--- config.mk ---
export PLATFORM = sky130hd
export DESIGN_NAME = rr_burst_scheduler
export DESIGN_NICKNAME = d
export VERILOG_FILES = /design/src/rtl/rr_burst_scheduler.sv
export SDC_FILE = /design/constraint.sdc
export NUM_CORES = 1
export LEC_CHECK = 0
export CORE_ASPECT_RATIO = 0.7
export CORE_UTILIZATION = 45
export CTS_CLUSTER_DIAMETER = 150
export CTS_CLUSTER_SIZE = 30
export DETAILED_ROUTE_END_ITERATION = 12
export GPL_ROUTABILITY_DRIVEN = 1
export HOLD_SLACK_MARGIN = 0.08
export PLACE_DENSITY_LB_ADDON = 0.1
export SLEW_MARGIN = 0
export SYNTH_ARGS = -nofsm -noshare
export SYNTH_HDL_FRONTEND = slang
export SYNTH_SLANG_ARGS = --single-unit
--- constraint.sdc ---
create_clock -name clk -period 4 [get_ports clk]
set_clock_uncertainty 0.2 [all_clocks]
set_input_delay 0.4 -clock clk [delete_from_list [all_inputs] [get_ports clk]]
set_output_delay 0.4 -clock clk [all_outputs]
set_load 0.01 [all_outputs]
--- src/rtl/rr_burst_scheduler.sv ---
// rr_burst_scheduler
//
// Round-robin scheduler that shares one downstream beat channel among N
// requesters. Each grant may last for a multi-beat burst. The grant ends on
// the owner's last beat, on a timeout after MAX_BEATS beats, or when the
// owner drops its request (abort). The priority pointer then moves past the
// owner.
//
// Ports:
//   clk       - clock; all state updates on the rising edge
//   rst       - asynchronous active-high reset
//   req       - per-requester request, held for the whole burst
//   last      - per-requester last-beat flag (only the owner's bit is used)
//   rdy       - downstream accepts a beat this cycle
//   gnt       - registered one-hot grant, or all zero
//   gnt_valid - |gnt
//   gnt_idx   - owner index (meaningful while gnt_valid is high)
//   fire      - combinational: one beat accepted this cycle
//   ptr       - current highest-priority index
//   beat_cnt  - beats accepted in the current grant
module rr_burst_scheduler #(
    parameter int N         = 8,
    parameter int MAX_BEATS = 16
) (
    input  logic                           clk,
    input  logic                           rst,
    input  logic [N-1:0]                   req,
    input  logic [N-1:0]                   last,
    input  logic                           rdy,
    output logic [N-1:0]                   gnt,
    output logic                           gnt_valid,
    output logic [$clog2(N)-1:0]           gnt_idx,
    output logic                           fire,
    output logic [$clog2(N)-1:0]           ptr,
    output logic [$clog2(MAX_BEATS+1)-1:0] beat_cnt
);

    localparam int          IW = $clog2(N);
    localparam int          CW = $clog2(MAX_BEATS + 1);
    localparam int unsigned NU = N;

    typedef enum logic {IDLE, BUSY} state_t;

    state_t          state_q, state_d;
    logic [N-1:0]    gnt_q, gnt_d;
    logic [IW-1:0]   idx_q, idx_d;
    logic [IW-1:0]   ptr_q, ptr_d;
    logic [CW-1:0]   cnt_q, cnt_d;

    logic            sel_found;
    logic [IW-1:0]   sel_idx;
    logic            owner_req;
    logic            end_beat;

    // Modulo-N add. The result never reaches N, even when N is not a
    // power of 2.
    function automatic logic [IW-1:0] wrap_add(input logic [IW-1:0] base,
                                               input int unsigned   step);
        int unsigned s;
        s = 32'(base) + step;
        if (s >= NU) s = s - NU;
        return IW'(s);
    endfunction

    // Search for the first requester at or above ptr, wrapping around.
    always_comb begin
        sel_found = 1'b0;
        sel_idx   = '0;
        for (int unsigned i = 0; i < NU; i++) begin
            if (!sel_found && req[wrap_add(ptr_q, i)]) begin
                sel_found = 1'b1;
                sel_idx   = wrap_add(ptr_q, i);
            end
        end
    end

    assign gnt       = gnt_q;
    assign gnt_valid = |gnt_q;
    assign gnt_idx   = idx_q;
    assign ptr       = ptr_q;
    assign beat_cnt  = cnt_q;

    assign owner_req = req[idx_q];
    assign fire      = gnt_valid & owner_req & rdy;
    // A normal end and a timeout on the same beat give a single release.
    assign end_beat  = fire & (last[idx_q] | (cnt_q == CW'(MAX_BEATS - 1)));

    always_ff @(posedge clk or posedge rst) begin
        if (rst) begin
            state_q <= IDLE;
            gnt_q   <= '0;
            idx_q   <= '0;
            ptr_q   <= '0;
            cnt_q   <= '0;
        end else begin
            state_q <= state_d;
            gnt_q   <= gnt_d;
            idx_q   <= idx_d;
            ptr_q   <= ptr_d;
            cnt_q   <= cnt_d;
        end
    end

    always_comb begin
        state_d = state_q;
        gnt_d   = gnt_q;
        idx_d   = idx_q;
        ptr_d   = ptr_q;
        cnt_d   = cnt_q;
        case (state_q)
            IDLE: begin
                if (sel_found) begin
                    state_d        = BUSY;
                    gnt_d          = '0;
                    gnt_d[sel_idx] = 1'b1;
                    idx_d          = sel_idx;
                    cnt_d          = '0;
                end
            end
            BUSY: begin
                // An abort has priority. When req drops, fire is 0, so no
                // beat is counted.
                if (!owner_req || end_beat) begin
                    state_d = IDLE;
                    gnt_d   = '0;
                    cnt_d   = '0;
                    ptr_d   = wrap_add(idx_q, 1);
                end else if (fire) begin
                    cnt_d = cnt_q + CW'(1);
                end
            end
            default: begin
                state_d = IDLE;
                gnt_d   = '0;
                cnt_d   = '0;
            end
        endcase
    end

endmodule

* Yosys cells after proc, flatten, opt, wreduce, memory -nomap -nowiden *
Index checks and enable logic that the tools add are counted.
W data, S select, Z words.

cells by class
  add/sub/neg operators = 18
  magnitude comparators = 20
  equality and inequality tests = 4
  muxes and demuxes = 57
  bitwise operators = 5
  reduce and logical (&&, ||, !) cells = 22

operators with widths
  operator               count
  $mux W3                17
  $lt A3 B4 Y1 const B   10
  $ge A4 B4 Y1 const B   8
  $bmux W1 S3            10
  $sub A3 B1 Y3 const B  9
  $mux W1                21
  $add A3 B3 Y4 const B  4
  $mux W8                2
  $pmux W8 S2            1
  $mux W5                3
  $pmux W5 S2            1
  $add A3 B1 Y4 const B  2
  $add A3 B2 Y4 const B  2
  $logic_and A1 B1 Y1    8
  $logic_not A1 Y1       8
  $reduce_and A2 Y1      4
  $reduce_or A8 Y1       1
  $add A5 B1 Y5 const B  1
  $eq A5 B4 Y1 const B   1
  $ge A3 B4 Y1 const B   1
  $and A1 B1 Y1          3
  $demux W1 S3           1
  $ge A3 B1 Y1 const B   1
  $ne A3 B2 Y1 const B   1
  other kinds (6)        6

word-level totals
  register bits = 20
  bits of input ports = 19
  output and inout port bits = 21
  logic and storage cells = 131

* Longest topological paths before layout *
  word-level depth = 32
  depth in mapped cells = 13
  gate-level depth less buffers = 9

* Worst setup path before layout *
No wires, ideal clock.

  path type = register -> register
  start = register ptr_q[0] (netlist: ptr[0])
  end = register gnt_q[4] (netlist: gnt[4])
  arrival time = 2.991 ns
  data required time = 3.678 ns
  slack = 0.688 ns
  stages on the path, launching flop included = 12
  buffers on the path = 2
  cell sequence = dfrtp_1 -> buf_6 -> inv_1 -> ha_1 -> buf_6 -> mux4_2 -> mux2i_1 -> a32o_2 -> nand3_4 -> o31ai_4 -> o21ba_4 -> a32o_1

between the ends
  word-level cells in the longest chain between the ends = 32
  elaborated cells on any way between the ends = 86
  classes of those cells = 15 x add/sub; 10 x order compare; 1 x eq/ne; 44 x mux; 16 x reduce/logical

RTL lines
  item                                                                    RTL line  RTL
  start: declaration                                                      47        logic [IW-1:0] ptr_q, ptr_d;
  start signal: assignment                                                99        ptr_q <= ptr_d;
  parallel branches: the longest is 32 deep, another holds $add A3 B1 Y4  -
  end signal: assignment                                                  97        gnt_q <= gnt_d;
  end: declaration                                                        45        logic [N-1:0] gnt_q, gnt_d;

Parallel ways; which one is timed is not known. The select of a mux whose other input is x is not followed.
A chain may end at the register's enable or synchronous reset.

* Final worst setup path *
  start = register ptr_q[1] (netlist: ptr[1])
  end = register gnt_q[7] (netlist: gnt[7])

The elaborated chain is that of the path after synthesis.

==> out/qor.yml <==
async_flop_share: 1.00
yosys.area_share.simple: 0.137
cp_cell_sequence: "inv_1 -> ha_1 -> buf_4 -> mux2i_1 -> nand2_1 -> o221ai_1 -> nand3_4 -> o31ai_4 -> o21ba_4 -> a32o_1"
yosysMostFrequentCell: "nand2_1"
p_leak_nw: 1.00
worstHoldPathType: "flop to flop"
synth-xor-area-share: 0.0275
cts_sinks: 20
grt-ovfl-total: 0
crit_path_top_delay_cell: "ha_1"
synth_top_area_cell: "dfrtp_1"
drv_slew: 0
path_class: "flop to flop"
vias: 1780
synthMuxAreaShare: 0.242
min_period_ps: 3640
finalSetupViolations: 0
antenna_found_initial: 0
clk_latency_ps: 260
antenna_left: 0
avgSynthCellArea_um2: 10.1
post-route-period-util: 0.910
vdd_drop_max_mv: 0.452
core_area_um2: 3990
drc: 0
required_ps: 3950
synth_edf_count: 0
yosysSeqAreaShare: 0.262
syn_area_um2: 1910
pwr-share-comb: 0.762
synth_top_area_share: 0.262
dpl.cell_count: 276
worst_slack_ps: 359
synth-seq-cells: 20
worstMarginPinSlew_ps: 791
cp-end-kind: "flop"
outcome: "finished clean"
power.clock.fraction: 0.086
path_delay_family: "compound AO/OA/AOI/OAI gates"
hpwl_um: 3990
synth_top_family_by_area: "compound AO/OA/AOI/OAI gates"
ys_warn_count: 0
maxCapViolCount: 0
cts_tree: "done"
synthAdderAreaFrac: 0.0327
swShare: 0.501
path_max_fanout: 8
post_drt_wl_per_cell_um: 18.5
fmax_mhz: 275
die_h_um: 56.5
share_seq_of_total_power: 0.152
fill_cells: 338
die_area_um2: 4520
p_switching_mw: 1.20
grt_max_degree: 24
grt_pass1_vias: 1689
track_usage: 0.246
rsz0062_at_grt: "false"
synthTopCellsByArea: "dfrtp_1, mux4_2, mux2i_1"
synthCells: 190
cts_made_buffers: 3
cts_setup_buffers: 0
maxSlewHeadroom: 0.472
finalNetCount: 253
dp_slack_ps: 408
instances_no_fill: 280
io_pins: 40
wirelength_um: 5180
layout-drive-gt1-share: 0.136
start_kind: "flop"
clk_pin_slew_ps: 80
drt_iter0_drc: 125
cts_hold_buf: 0
worstPathArrival_ps: 3600
cts_resized: 0
synth_compound_area_frac: 0.242
cts_max_level: 1
antenna_cells: 0
firstDrtPassIters: 5
start_util: 0.479
slowest_delay_ps: 540
p_per_area_nw_per_um2: 994
fin_util: 0.603
cts_buffer_depth: 2
vias_per_cell: 6.36
ys_top_cells_by_count: "nand2_1, dfrtp_1, mux2i_1"
seqCellArea_um2: 500
gp_routability_congestion: 0.891
multiInputGateArea_um2: 1300
root_buffer: "clkbuf_8"
grt_pass1_wl_um: 8450
tns_ps: 0
synth_ff_type: "dfrtp_1"
port_buffers: 39
die_w_um: 79.9
hold_viol_final: 0
rows: 19
syn_nets: 214
syn2layout_area_growth_pct: 26.0
path_buf_inv: 2
internal_power_mw: 1.19
yosysUniqueCellTypes: 59
logic make-up after synthesis:
| group | Yosys count |
|---|---|
| AO/OA/AOI/OAI | 57 |
| XOR/XNOR | 6 |
| adder cells (fa/ha/maj) | 5 |
| multiplexers | 29 |
| buffers and inverters | 22 |
| AND/OR/NAND/NOR | 51 |
| flip-flops | 20 |
cell usage in the layout, fill, tap and decap left out, types with 5 or more instances in the layout:
cell	count
nand3_1	5
mux2i_1	13
o21ai_0	9
nand2_1	22
nor2_1	5
inv_1	12
ha_1	5
clkdlybuf4s50_1	39
mux4_2	9
a21oi_1	7
dfrtp_1	20
cell type report:
| cell class | instances | area share |
|---|---|---|
| Tap cell | 52 | 0.0270 |
| Multi-Input combinational cell | 148 | 0.541 |
| Clock buffer | 3 | 0.0171 |
| Timing Repair Buffer | 43 | 0.175 |
| Sequential cell | 20 | 0.208 |
| Inverter | 13 | 0.0203 |
| Clock inverter | 1 | 0.0125 |
power groups by stage:
stage	registers, mW	logic, mW	clock network (mW)
2_1_floorplan	0.349	1.36	0
3_5_place_dp	0.367	1.79	0
4_1_cts	0.362	1.80	0.208
3_3_place_gp	0.362	1.75	0
5_1_grt	0.373	1.97	0.216
6_report	0.363	1.82	0.206
per-stage QoR:
stage / power, mW / cell area [µm²] / hold WS [ps]
floorplan: 1.71 / 1910 / 164
global placement: 2.11 / 2340 / 291
detailed placement: 2.15 / 2340 / 313
CTS: 2.37 / 2410 / 330
global route: 2.56 / 2410 / 348
finish: 2.39 / 2410 / 325
routing by layer:
layer / wire (µm) / vias to the layer above / track usage
met5: 0 / - / 0
met4: 40 / 0 / 0.0383
met3: 376 / 9 / 0.0472
met2: 2250 / 83 / 0.364
met1: 2510 / 861 / 0.377
li1: - / 827 / -
path summary, 6_finish.rpt:
| check | cells after the start | start | slack, ps | endpoint |
|---|---|---|---|---|
| max | 10 | ptr[1]$_DFFE_PP0P_ | 360 | gnt[7]$_DFFE_PP0P_ |
| min | 1 | gnt[5]$_DFFE_PP0P_ | 320 | gnt[5]$_DFFE_PP0P_ |
| max reg2reg | 10 | ptr[1]$_DFFE_PP0P_ | 360 | gnt[7]$_DFFE_PP0P_ |
| min reg2reg | 1 | gnt[5]$_DFFE_PP0P_ | 320 | gnt[5]$_DFFE_PP0P_ |
| max in group asynchronous | 2 | rst | 2720 | beat_cnt[1]$_DFFE_PP0P_ |
| min in group asynchronous | 2 | rst | 380 | gnt[3]$_DFFE_PP0P_ |
flip-flops by register name, indices dropped and copies added (netlist names):
name and count:
beat_cnt 5, ptr 3, state_q 1, gnt_idx 3
gnt 8
(Power assumes the default switching activity.)
